## src/rtl/core_bus_pkg.sv

```systemverilog
// Shared definitions for the core data-bus path: bus widths and bridge states.
package core_bus_pkg;

    localparam int unsigned XLEN = 32;
    localparam int unsigned BE_W = XLEN / 8;

    localparam logic [BE_W-1:0] BE_ALL = '1;

    typedef enum logic [1:0] {
        IDLE      = 2'd0,
        REQUEST   = 2'd1,
        WAIT_RESP = 2'd2,
        DONE      = 2'd3
    } bridge_state_t;

endpackage

```

## src/rtl/bus_timeout_counter.sv

```systemverilog
// Saturating cycle counter that flags when an outstanding access has used up
// its allowed number of cycles. TIMEOUT_CYCLES = 0 disables expiry.
module bus_timeout_counter #(
    parameter int unsigned TIMEOUT_CYCLES = 255
) (
    input  logic clk,
    input  logic rst_n,
    input  logic clear,
    input  logic enable,
    output logic expired
);

    localparam int unsigned CW = (TIMEOUT_CYCLES == 0) ? 1 : $clog2(TIMEOUT_CYCLES + 1);
    localparam logic [CW-1:0] LIMIT = CW'(TIMEOUT_CYCLES);
    // expired is raised in the last allowed cycle so the bridge leaves on that edge
    localparam logic [CW-1:0] LAST  = CW'((TIMEOUT_CYCLES == 0) ? 0 : TIMEOUT_CYCLES - 1);

    logic [CW-1:0] count;

    // Count active cycles, saturating at the limit so it never wraps
    always_ff @(posedge clk) begin
        if (!rst_n) begin
            count <= '0;
        end else if (clear) begin
            count <= '0;
        end else if (enable && (count != LIMIT)) begin
            count <= count + CW'(1);
        end
    end

    // Expiry is only meaningful while counting and when a limit is configured
    always_comb begin
        expired = 1'b0;
        if ((TIMEOUT_CYCLES != 0) && enable && (count >= LAST)) begin
            expired = 1'b1;
        end
    end

endmodule

```

## src/rtl/data_bus_bridge.sv

```systemverilog
// Bridges the LSU single-cycle data port onto the valid/ready data-memory
// interconnect: captures one access, issues it, waits for the response,
// stalls the pipeline throughout and turns a hung access into a fault.
module data_bus_bridge
    import core_bus_pkg::*;
#(
    parameter int unsigned TIMEOUT_CYCLES = 255
) (
    input  logic            clk,
    input  logic            rst_n,
    input  logic [XLEN-1:0] bus_address,
    input  logic [XLEN-1:0] bus_write_data,
    input  logic [BE_W-1:0] bus_byte_enable,
    input  logic            bus_write_enable,
    input  logic            bus_read_enable,
    output logic [XLEN-1:0] bus_read_data,
    output logic            memory_stall,
    output logic            access_fault,
    output logic            request_valid,
    input  logic            request_ready,
    output logic [XLEN-1:0] request_address,
    output logic            request_write,
    output logic [XLEN-1:0] request_write_data,
    output logic [BE_W-1:0] request_byte_enable,
    input  logic            response_valid,
    input  logic [XLEN-1:0] response_read_data
);

    bridge_state_t state, next_state;

    logic [XLEN-1:0] addr_q;
    logic [XLEN-1:0] wdata_q;
    logic [BE_W-1:0] be_q;
    logic            write_q;
    logic [XLEN-1:0] rdata_q;
    logic            fault_q;

    logic capture;
    logic take_resp;
    logic timeout_hit;
    logic timer_clear;
    logic timer_enable;
    logic timer_expired;

    bus_timeout_counter #(
        .TIMEOUT_CYCLES(TIMEOUT_CYCLES)
    ) u_timeout (
        .clk     (clk),
        .rst_n   (rst_n),
        .clear   (timer_clear),
        .enable  (timer_enable),
        .expired (timer_expired)
    );

    // State register
    always_ff @(posedge clk) begin
        if (!rst_n) begin
            state <= IDLE;
        end else begin
            state <= next_state;
        end
    end

    // Next-state logic; timeout takes priority over handshake and response
    always_comb begin
        next_state   = state;
        capture      = 1'b0;
        take_resp    = 1'b0;
        timeout_hit  = 1'b0;
        timer_clear  = 1'b1;
        timer_enable = 1'b0;
        case (state)
            IDLE: begin
                if (bus_write_enable || bus_read_enable) begin
                    capture    = 1'b1;
                    next_state = REQUEST;
                end
            end
            REQUEST: begin
                timer_clear  = 1'b0;
                timer_enable = 1'b1;
                if (timer_expired) begin
                    timeout_hit = 1'b1;
                    next_state  = DONE;
                end else if (request_ready) begin
                    next_state = WAIT_RESP;
                end
            end
            WAIT_RESP: begin
                timer_clear  = 1'b0;
                timer_enable = 1'b1;
                if (timer_expired) begin
                    timeout_hit = 1'b1;
                    next_state  = DONE;
                end else if (response_valid) begin
                    take_resp  = 1'b1;
                    next_state = DONE;
                end
            end
            DONE: begin
                next_state = IDLE;
            end
            default: begin
                next_state = IDLE;
            end
        endcase
    end

    // Capture the LSU access, the returned word and the one-cycle fault flag
    always_ff @(posedge clk) begin
        if (!rst_n) begin
            addr_q  <= '0;
            wdata_q <= '0;
            be_q    <= '0;
            write_q <= 1'b0;
            rdata_q <= '0;
            fault_q <= 1'b0;
        end else begin
            fault_q <= timeout_hit;
            if (capture) begin
                addr_q  <= bus_address;
                wdata_q <= bus_write_data;
                write_q <= bus_write_enable;
                be_q    <= bus_write_enable ? bus_byte_enable : BE_ALL;
            end
            if (take_resp) begin
                rdata_q <= write_q ? '0 : response_read_data;
            end else if (timeout_hit) begin
                rdata_q <= '0;
            end
        end
    end

    assign request_valid       = (state == REQUEST);
    assign request_address     = addr_q;
    assign request_write       = write_q;
    assign request_write_data  = wdata_q;
    assign request_byte_enable = be_q;
    assign bus_read_data       = rdata_q;
    assign access_fault        = fault_q;
    assign memory_stall        = (bus_read_enable || bus_write_enable) && (state != DONE);

endmodule
```

## config.mk

```make
export PLATFORM = sky130hd
export DESIGN_NAME = data_bus_bridge
export DESIGN_NICKNAME = d
export VERILOG_FILES = /design/src/rtl/core_bus_pkg.sv /design/src/rtl/bus_timeout_counter.sv /design/src/rtl/data_bus_bridge.sv
export SDC_FILE = /design/constraint.sdc
export NUM_CORES = 1
export LEC_CHECK = 0
export ABC_AREA = 1
export BUFFER_PORTS_ARGS = -buffer_cell sky130_fd_sc_hd__buf_4
export CORE_UTILIZATION = 45
export CTS_CLUSTER_DIAMETER = 40
export DETAILED_ROUTE_END_ITERATION = 10
export MAX_ROUTING_LAYER = met4
export PLACE_DENSITY = 0.78
export SLEW_MARGIN = 40
export SYNTH_ARGS = -nofsm -noshare
export SYNTH_HDL_FRONTEND = slang
export SYNTH_SLANG_ARGS = --single-unit
```

## constraint.sdc

```tcl
create_clock -name clk -period 4.7 [get_ports clk]
set_input_delay 0.235 -clock clk [delete_from_list [all_inputs] [get_ports clk]]
set_output_delay 0.235 -clock clk [all_outputs]
set_load 0.02 [all_outputs]
```

==> results.json, run 1 <==
{
  "r2r_cells": 6,
  "relSlewSlack": 0.525,
  "grt-ovfl-total": 0,
  "ioPinCount": 210,
  "hold_path_depth": 3,
  "finalMaxSlewViolations": 0,
  "rows": 34,
  "combPwrFrac": 0.447,
  "yosys_warnings": 0,
  "tightest_slew_ps": 713,
  "path_clk_slew_ps": 110,
  "area_growth_syn_to_layout_pct": 41.5,
  "swShare": 0.414,
  "nets": 829,
  "timing.reg2reg.setup_slack_ps": 2360,
  "fin_crit_sh": 0.498,
  "finalCriticalPeriod_ps": 2340,
  "hold_path_end": "request_write_data[1]",
  "cts_root_buffer": "clkbuf_8",
  "rsz0062_at_grt": "false",
  "fin_total_pwr_uw": 3380,
  "io_buffers": 209,
  "p_per_area_nw_per_um2": 570,
  "htreeDepth": 3,
  "post_cts_buffers": 0,
  "ys_ff_latch": 112,
  "netlist.area_leader.share": 0.535,
  "cts_resized": 0,
  "irDropWorstVdd_v": 0.000337,
  "postCtsHoldBufs": 0,
  "synth_nets": 645,
  "initialDrtViolationCount": 191,
  "syn_avg_cell_area_um2": 7.86,
  "setup-tns-final_ps": 0,
  "cp-start-kind": "flip-flop",
  "hold_viol": 0,
  "antennaDiodeCount": 0,
  "dp_hpwl_um": 7910,
  "min-delay-start": "bus_write_data[1]",
  "grt_max_degree": 71,
  "cts_buffer_depth": 2,
  "drtAntennaViolNets": 0,
  "p_leak_uw": 0.00268,
  "drv_cap": 0,
  "failed_checks": "DRC",
  "regToRegEndpoint": "request_byte_enable[0]",
  "drc_errors": 17,
  "p_int_uw": 1980,
  "cts_tree": "yes",
  "die_height_um": 98.5,
  "drive_gt1_frac": 0.329,
  "dp.cells": 814,
  "clock.fmax_mhz": 428,
  "synth-seq-area-share": 0.535,
  "power_switching_uw": 1400,
  "fillers": 747,
  "cts_sinks": 112,
  "crit_arrival_ps": 2580,
  "final_cells": 829,
  "holdCritPathClass": "input pin to flip-flop",
  "p_seq_frac": 0.400,
  "post_drt_wl_per_cell_um": 13.3,
  "antenna_found_initial": 0,
  "fin_skew_ps": 14.9,
  "finalSetupViolCount": 0,
  "viasPerCell": 5.12,
  "die_w_um": 98.5,
  "status": "finished with violations",
  "worstSetupEndpointType": "flip-flop",
  "reg2reg_from": "state[0]",
  "first_pass_iters": 8,
  "yosys-top-cells-area": "dfxtp_1, nor2_1, nand3_1",
  "gp_congestion": 0.838,
  "worstSkewPairLatency_ps": 360,
  "synthCells": 533,
  "power_frac_clock": 0.153,
  "drt-total-wl_um": 11000,
  "track_usage": 0.232,
  "dieArea_um2": 9700,
  "cts_buffers": 9,
  "crit_required_ps": 4950,
  "ys_types": 22,
  "first_global_vias": 3863,
  "start_util": 0.473,
  "critPathKind": "flip-flop to flip-flop",
  "core_um2": 8850,
  "synthesis.area_um2": 4190,
  "grt_pass1_wl_um": 17800,
  "yosys.area.top_type": "dfxtp_1",
  "vias": 4242,
  "critPathMaxFanout": 68
}
-- placed cells by master (no fill, tap or decap), types with 2 or more instances in the layout --
| master | instances |
|---|---|
| inv_1 | 8 |
| o21ai_1 | 61 |
| inv_2 | 5 |
| buf_4 | 210 |
| ha_1 | 6 |
| nor2_1 | 139 |
| o221a_1 | 4 |
| o21ai_0 | 9 |
| a21oi_1 | 42 |
| nand3_1 | 71 |
| clkinvlp_4 | 2 |
| dfxtp_1 | 112 |
| clkbuf_8 | 9 |
| nand2_1 | 25 |
| clkinv_4 | 2 |
| nor3_1 | 2 |
| nand2_2 | 4 |
-- flip-flops by register name, indices dropped and copies added, names as in the netlist --
register and count:
bus_read_data 32, request_address 32, request_write_data 32, u_timeout.count 8, request_byte_enable 4, state 2, access_fault 1, request_write 1
-- worst max-delay path, stage by stage, from the launching register on --
cell and delay, ps:
dfxtp_1 420, inv_1 90, ha_1 250, nand2_2 80, buf_4 540, inv_4 420, o221a_1 340
-- power groups by stage --
stage	clock, uW	combinational (uW)	sequential [uW]
5_1_grt	571	1650	1390
6_report	517	1510	1350
3_5_place_dp	0	1520	1370
3_3_place_gp	0	1490	1360
4_1_cts	530	1520	1350
2_1_floorplan	0	645	1650
-- logic make-up after synthesis --
family	share of synthesized area
buffers and inverters	0.0523
adder cells (fa/ha/maj)	0.0179
AND/OR/NAND/NOR	0.242
flip-flops	0.535
XOR/XNOR	0.00418
AO/OA/AOI/OAI	0.148
-- final cells by class --
cell class                 instances  area (um^2)  share of cell area
clock buffer                      10          128              0.0215
clock inverter                     5         43.8             0.00739
timing repair buffer             210         1580               0.266
inverter                          14         55.1             0.00929
tap                              108          135              0.0228
multi-input combinational        370         1750               0.295
sequential                       112         2240               0.378
-- cells in the mapped netlist --
cell type    n
o21ai_0      9
nand3_1     71
buf_1        2
clkbuf_1    17
xnor2_1      1
o21bai_1     1
xor2_1       1
inv_1        9
inv_2        5
ha_1         6
o21ai_1     61
o221a_1      4
nor3_1       2
a21boi_0     1
a21oi_1     42
nand2_2      2
buf_2       16
nor2_1     140
dfxtp_1    112
nor2_2       1
buf_4        2
nand2_1     28
-- routing by layer --
layer / track usage / wire length, um
met5: - / 0
met4: 0.0873 / 293
met3: 0.0667 / 1090
met2: 0.361 / 5020
met1: 0.286 / 4630
-- worst max-delay path by stage --
stage	from	endpoint
global placement	state[0]	bus_read_data[10]
floorplan	state[0]	bus_read_data[24]
finish	state[0]	request_byte_enable[0]
global route	state[0]	request_byte_enable[3]
CTS	state[0]	request_byte_enable[0]
detailed placement	state[0]	request_byte_enable[2]
-- stage by stage --
stage                util  hold slack (ps)  setup WS [ps]  area [um^2]
floorplan               -              381           3080         4190
global placement    0.649              463           2000         5740
detailed placement  0.651              466           2440         5760
CTS                 0.670             85.8           2430         5930
global route        0.670             88.3           2190         5930
finish              0.670             97.6           2360         5930
(Power assumes the default switching activity.)
==> run 2, diff against run 1 <==
--- a/config.mk
+++ b/config.mk
@@ -7,11 +7,11 @@
 export LEC_CHECK = 0
 export ABC_AREA = 1
 export BUFFER_PORTS_ARGS = -buffer_cell sky130_fd_sc_hd__buf_4
-export CORE_UTILIZATION = 45
+export CORE_UTILIZATION = 41
 export CTS_CLUSTER_DIAMETER = 40
 export DETAILED_ROUTE_END_ITERATION = 10
 export MAX_ROUTING_LAYER = met4
-export PLACE_DENSITY = 0.78
+export PLACE_DENSITY = 0.75
 export SLEW_MARGIN = 40
 export SYNTH_ARGS = -nofsm -noshare
 export SYNTH_HDL_FRONTEND = slang
==> constraint.sdc (replaced) <==
create_clock -name clk -period 2.15 [get_ports clk]
set_input_delay 0.1075 -clock clk [delete_from_list [all_inputs] [get_ports clk]]
set_output_delay 0.1075 -clock clk [all_outputs]
set_load 0.02 [all_outputs]
==> results.json, run 2 (synthesized netlist as in run 1, its figures left out) <==
{
  "status": "complete, no violations",
  "io_buffers": 209,
  "crit_slowest_cell": "dfxtp_1",
  "cts_buffers": 9,
  "rsz0062_at_grt": "false",
  "cts_tree": "yes",
  "fin_crit_sh": 0.871,
  "grt-ovfl-total": 0,
  "critPathMaxFanout": 65,
  "drc_errors": 0,
  "worst_path_dominant_cell_family": "buffers and inverters",
  "crit_top_cell": "nand3_1",
  "gp_congestion": 0.766,
  "irDropWorstVdd_v": 0.000675,
  "die_w_um": 103,
  "nets": 903,
  "relSlewSlack": 0.549,
  "hold_path_end": "request_address[2]",
  "hold_path_depth": 3,
  "finalInstanceArea_um2": 6700,
  "placed_cell_area_um2": 5830,
  "clock.fmax_mhz": 534,
  "grt_max_degree": 69,
  "finalSetupViolCount": 0,
  "path_clk_slew_ps": 100,
  "drive_gt1_frac": 0.304,
  "cts_root_buffer": "clkbuf_8",
  "post_cts_buffers": 0,
  "viasPerCell": 5.00,
  "drv_cap": 0,
  "max_stage_delay_ps": 410,
  "fillers": 753,
  "power_switching_uw": 3220,
  "worst-path-buf-inv": 2,
  "combPwrFrac": 0.457,
  "track_usage": 0.243,
  "power_frac_clock": 0.153,
  "drt-total-wl_um": 13200,
  "swShare": 0.421,
  "p_per_area_nw_per_um2": 1140,
  "finalMaxSlewViolations": 0,
  "tightest_slew_ps": 676,
  "worstSkewPairLatency_ps": 370,
  "post_drt_wl_per_cell_um": 14.3,
  "start_util": 0.427,
  "reg2reg_from": "state[0]",
  "antennaDiodeCount": 0,
  "rows": 36,
  "timing.reg2reg.setup_slack_ps": 280,
  "cts_sinks": 112,
  "area_growth_syn_to_layout_pct": 59.9,
  "dp_hpwl_um": 8070,
  "first_pass_iters": 4,
  "critPathKind": "flip-flop to flip-flop",
  "initialDrtViolationCount": 163,
  "cts_buffer_depth": 2,
  "path_cells": "inv_1 -> ha_1 -> nand3_1 -> nor2_1 -> nand2_2 -> buf_6 -> nand3_1 -> a21oi_1",
  "core_um2": 9820,
  "p_leak_uw": 0.00299,
  "fin_total_pwr_uw": 7660,
  "post-route-util": 0.682,
  "first_global_vias": 4270,
  "min-delay-start": "bus_address[2]",
  "vias": 4642,
  "antenna_found_initial": 0,
  "drtAntennaViolNets": 0,
  "ioPinCount": 210,
  "dieArea_um2": 10600,
  "p_int_uw": 4430,
  "hold_viol": 0,
  "setup-tns-final_ps": 0,
  "finalCriticalPeriod_ps": 1870,
  "regToRegEndpoint": "bus_read_data[25]",
  "grt_pass1_wl_um": 19500,
  "p_seq_frac": 0.389,
  "crit_required_ps": 2440,
  "holdWs_ps": 8.55,
  "die_height_um": 103,
  "cp-start-kind": "flip-flop",
  "htreeDepth": 3,
  "holdCritPathClass": "input pin to flip-flop",
  "crit_arrival_ps": 2170,
  "worstSetupEndpointType": "flip-flop",
  "layout_commonest_cell": "buf_4",
  "fin_skew_ps": 11.1,
  "r2r_cells": 8,
  "layout_common_cells": "buf_4, nor2_1, dfxtp_1"
}
[run 2: changes by cell type in the layout (fill, tap and decap cells not counted), sizes merged]
cell	change
dlygate4sd3	+69
buf	+5
clkinv	+2
clkbuf	-1
clkinvlp	-1
inv	+1
[run 2: worst min-delay path, delay by kind of cell]
kind,cells,cell delay [ps]
and+or+nand+nor,1,90
AOI/OAI and AO/OA,1,60
buffers and inverters,1,80
[run 2: routing by layer]
layer,global-route usage,routed length (um),vias to the layer above
met5,-,0,-
met4,0.129,459,0
met1,0.283,5400,2108
met2,0.390,6310,219
met3,0.0549,1070,37
li1,-,-,2278
[run 2: how the worst max path moves through the flow]
stage | startpoint | end | slack (ps) | depth (start not counted)
floorplan | state[0] | bus_read_data[24] | 530 | 9
global placement | state[0] | request_byte_enable[1] | 290 | 5
detailed placement | state[0] | bus_read_data[25] | 170 | 8
CTS | state[0] | bus_read_data[25] | 140 | 8
global route | state[1] | bus_read_data[25] | 150 | 8
finish | state[0] | bus_read_data[25] | 280 | 8
[run 2: layout make-up]
cell class	instances	area, um^2	share of cell area
Clock buffer	9	124	0.0185
Multi-Input combinational cell	370	1740	0.259
Tap cell	133	166	0.0248
Inverter	14	55.1	0.00822
Sequential cell	112	2240	0.335
Timing Repair Buffer	284	2320	0.346
Clock inverter	7	55.1	0.00822
[run 2: what timing repair did]
item	CTS	global route
hold endpoints to repair	68	1
hold buffers	68	1
setup endpoints to repair	0	1
gates resized for setup	0	1
[run 2: power groups by stage]
stage                     Sequential, uW  Clock (uW)  Combinational [uW]
after CTS                           2960        1190                3450
after global placement              2980           0                3270
after floorplan                     3610           0                1410
final                               2980        1170                3500
after global routing                3040        1300                3820
after detailed placement            3000           0                3350
[run 2: through the flow]
step / worst slack (ps) / instances
6_report: 277 / 929
5_1_grt: 149 / 929
4_1_cts: 144 / 928
3_5_place_dp: 167 / 844
3_3_place_gp: 293 / 844
2_1_floorplan: 529 / 533
==> run 3, diff against run 2 <==
--- a/config.mk
+++ b/config.mk
@@ -5,7 +5,6 @@
 export SDC_FILE = /design/constraint.sdc
 export NUM_CORES = 1
 export LEC_CHECK = 0
-export ABC_AREA = 1
 export BUFFER_PORTS_ARGS = -buffer_cell sky130_fd_sc_hd__buf_4
 export CORE_UTILIZATION = 41
 export CTS_CLUSTER_DIAMETER = 40
==> results.json, run 3 <==
{
  "worstSetupEndpointType": "flip-flop",
  "track_usage": 0.255,
  "cts_buffer_depth": 2,
  "yosysMostFrequentCell": "nand2_1",
  "post_drt_wl_per_cell_um": 14.6,
  "clock.fmax_mhz": 524,
  "yosys-top-cells-area": "dfxtp_1, nand2_1, a21oi_1",
  "holdCritPathClass": "input pin to flip-flop",
  "p_per_area_nw_per_um2": 995,
  "ys_types": 31,
  "setup-tns-final_ps": 0,
  "cts_resized": 0,
  "p_leak_uw": 0.00310,
  "worstSkewPairLatency_ps": 370,
  "path_cells": "inv_1 -> ha_1 -> and3_1 -> a311oi_4 -> buf_12 -> a32oi_1 -> nor2_1",
  "multi_input_area_um2": 1720,
  "crit_arrival_ps": 2210,
  "dp_hpwl_um": 8100,
  "drc_errors": 0,
  "seq_area_um2": 2240,
  "grt_pass1_wl_um": 20300,
  "worst-path-buf-inv": 2,
  "ys_ff_latch": 112,
  "drtAntennaViolNets": 0,
  "nets": 890,
  "first_global_vias": 4230,
  "drv_cap": 0,
  "finalSetupViolCount": 0,
  "finalCriticalPeriod_ps": 1910,
  "relSlewSlack": 0.645,
  "drt-total-wl_um": 13300,
  "irDropWorstVdd_v": 0.000474,
  "hold_path_end": "state[0]",
  "dp.cells": 804,
  "core_um2": 9820,
  "die_height_um": 103,
  "startpoint": "state[0]",
  "status": "complete, no violations",
  "async_flop_share": 0,
  "syn_avg_cell_area_um2": 8.51,
  "layout_common_cells": "buf_4, nand2_1, dfxtp_1",
  "final_cells": 914,
  "cts_tree": "yes",
  "initialDrtViolationCount": 151,
  "fillers": 687,
  "swShare": 0.381,
  "finalMaxSlewViolations": 0,
  "antenna_found_initial": 0,
  "die_w_um": 103,
  "max_stage_delay_ps": 400,
  "timing.reg2reg.setup_slack_ps": 240,
  "power_frac_clock": 0.181,
  "vias": 4562,
  "reg2reg_from": "state[0]",
  "yosys-top-cells-count": "nand2_1, dfxtp_1, a21oi_1",
  "start_util": 0.424,
  "cp-start-kind": "flip-flop",
  "rows": 36,
  "fin_total_pwr_uw": 6950,
  "crit_slowest_cell": "dfxtp_1",
  "htreeDepth": 3,
  "regToRegEndpoint": "bus_read_data[10]",
  "grt-ovfl-total": 0,
  "fin_crit_sh": 0.887,
  "crit_required_ps": 2450,
  "synth_flop_cell": "dfxtp_1",
  "power_switching_uw": 2650,
  "grt_max_degree": 69,
  "gp_congestion": 0.814,
  "hold_viol": 0,
  "min-delay-start": "rst_n",
  "cts_root_buffer": "clkbuf_8",
  "r2r_cells": 7,
  "postCtsHoldBufs": 96,
  "drive_gt1_frac": 0.306,
  "area_growth_syn_to_layout_pct": 67.7,
  "p_int_uw": 4300,
  "synth-edff-count": 0,
  "p_seq_frac": 0.392,
  "cts_sinks": 112,
  "yosys.area.top_type": "dfxtp_1",
  "ioPinCount": 210,
  "synth_nets": 601,
  "cts_buffers": 9,
  "synthCells": 489,
  "hold_path_depth": 3,
  "fin_skew_ps": 9.84,
  "netlist.area_leader.share": 0.539,
  "post_cts_buffers": 0,
  "path_clk_slew_ps": 90,
  "worst_path_dominant_cell_family": "compound AO/OA/AOI/OAI gates",
  "io_buffers": 209,
  "synth-seq-area-share": 0.539,
  "critPathMaxFanout": 32,
  "rsz0062_at_grt": "false",
  "synthesis.area_um2": 4160,
  "dieArea_um2": 10600,
  "first_pass_iters": 5,
  "combPwrFrac": 0.427,
  "critPathKind": "flip-flop to flip-flop",
  "tightest_slew_ps": 533,
  "viasPerCell": 4.99,
  "yosys_warnings": 0,
  "antennaDiodeCount": 0,
  "layout_commonest_cell": "buf_4"
}
-- run 3: changes by cell type in the layout (fill, tap and decap cells not counted), moves of 27 or more --
cell           delta
nand2_1         +112
dlygate4sd3_1    +27
nor2_1           -93
nand3_1          -66
o21ai_1          -61
a32oi_1          +32
a21oi_1          +28
-- run 3: layer usage --
metal	part of all wire	routed length (um)	global-route usage
met1	0.39	5200	0.281
met2	0.50	6670	0.439
met3	0.077	1030	0.0515
met4	0.031	412	0.125
met5	0	0	-
-- run 3: cells by family (layout without fill, tap and decap cells) --
kind of cell	Yosys count	after routing	synth area share
AOI/OAI and AO/OA	115	115	0.175
buffers and inverters	43	335	0.0538
xor gates and xnor gates	4	4	0.00842
DFF	112	112	0.539
and+or+nand+nor	208	208	0.204
adders and majority gates	6	6	0.0180
muxes	1	1	0.00240
-- run 3: cell type report --
type / count / share of cell area
repair buffers: 315 / 0.378
flip-flops and latches: 112 / 0.321
multi-input cells: 334 / 0.246
well taps: 133 / 0.0238
clock buffers: 11 / 0.0217
clock inverters: 3 / 0.00609
inverters: 6 / 0.00323
-- run 3: tightest hold or removal path, cell delays in order --
cell and delay, ps:
buf_4 130, o21ai_0 70, nor4_1 50
-- run 3: stage by stage --
stage	setup WS [ps]	hold WS (ps)	cell area, um^2	util
after global routing	95.6	40.7	6980	0.711
after global placement	384	328	5830	0.594
after CTS	256	7.23	6980	0.711
final	243	28.8	6980	0.711
after floorplan	414	244	4160	-
after detailed placement	276	337	5830	0.594
-- run 3: power groups by stage --
stage	clock network [uW]	registers (uW)	logic, uW
floorplan	0	3190	1230
global placement	0	2750	2730
detailed placement	0	2770	2790
CTS	1280	2720	2940
global route	1360	2780	3230
finish	1260	2730	2970
-- run 3: how the worst max path moves through the flow --
| stage | cells after the start | end | slack (ps) |
|---|---|---|---|
| 2_1_floorplan | 7 | bus_read_data[10] | 410 |
| 3_3_place_gp | 7 | bus_read_data[4] | 380 |
| 3_5_place_dp | 7 | bus_read_data[11] | 280 |
| 4_1_cts | 7 | bus_read_data[23] | 260 |
| 5_1_grt | 7 | bus_read_data[10] | 100 |
| 6_report | 7 | bus_read_data[10] | 240 |
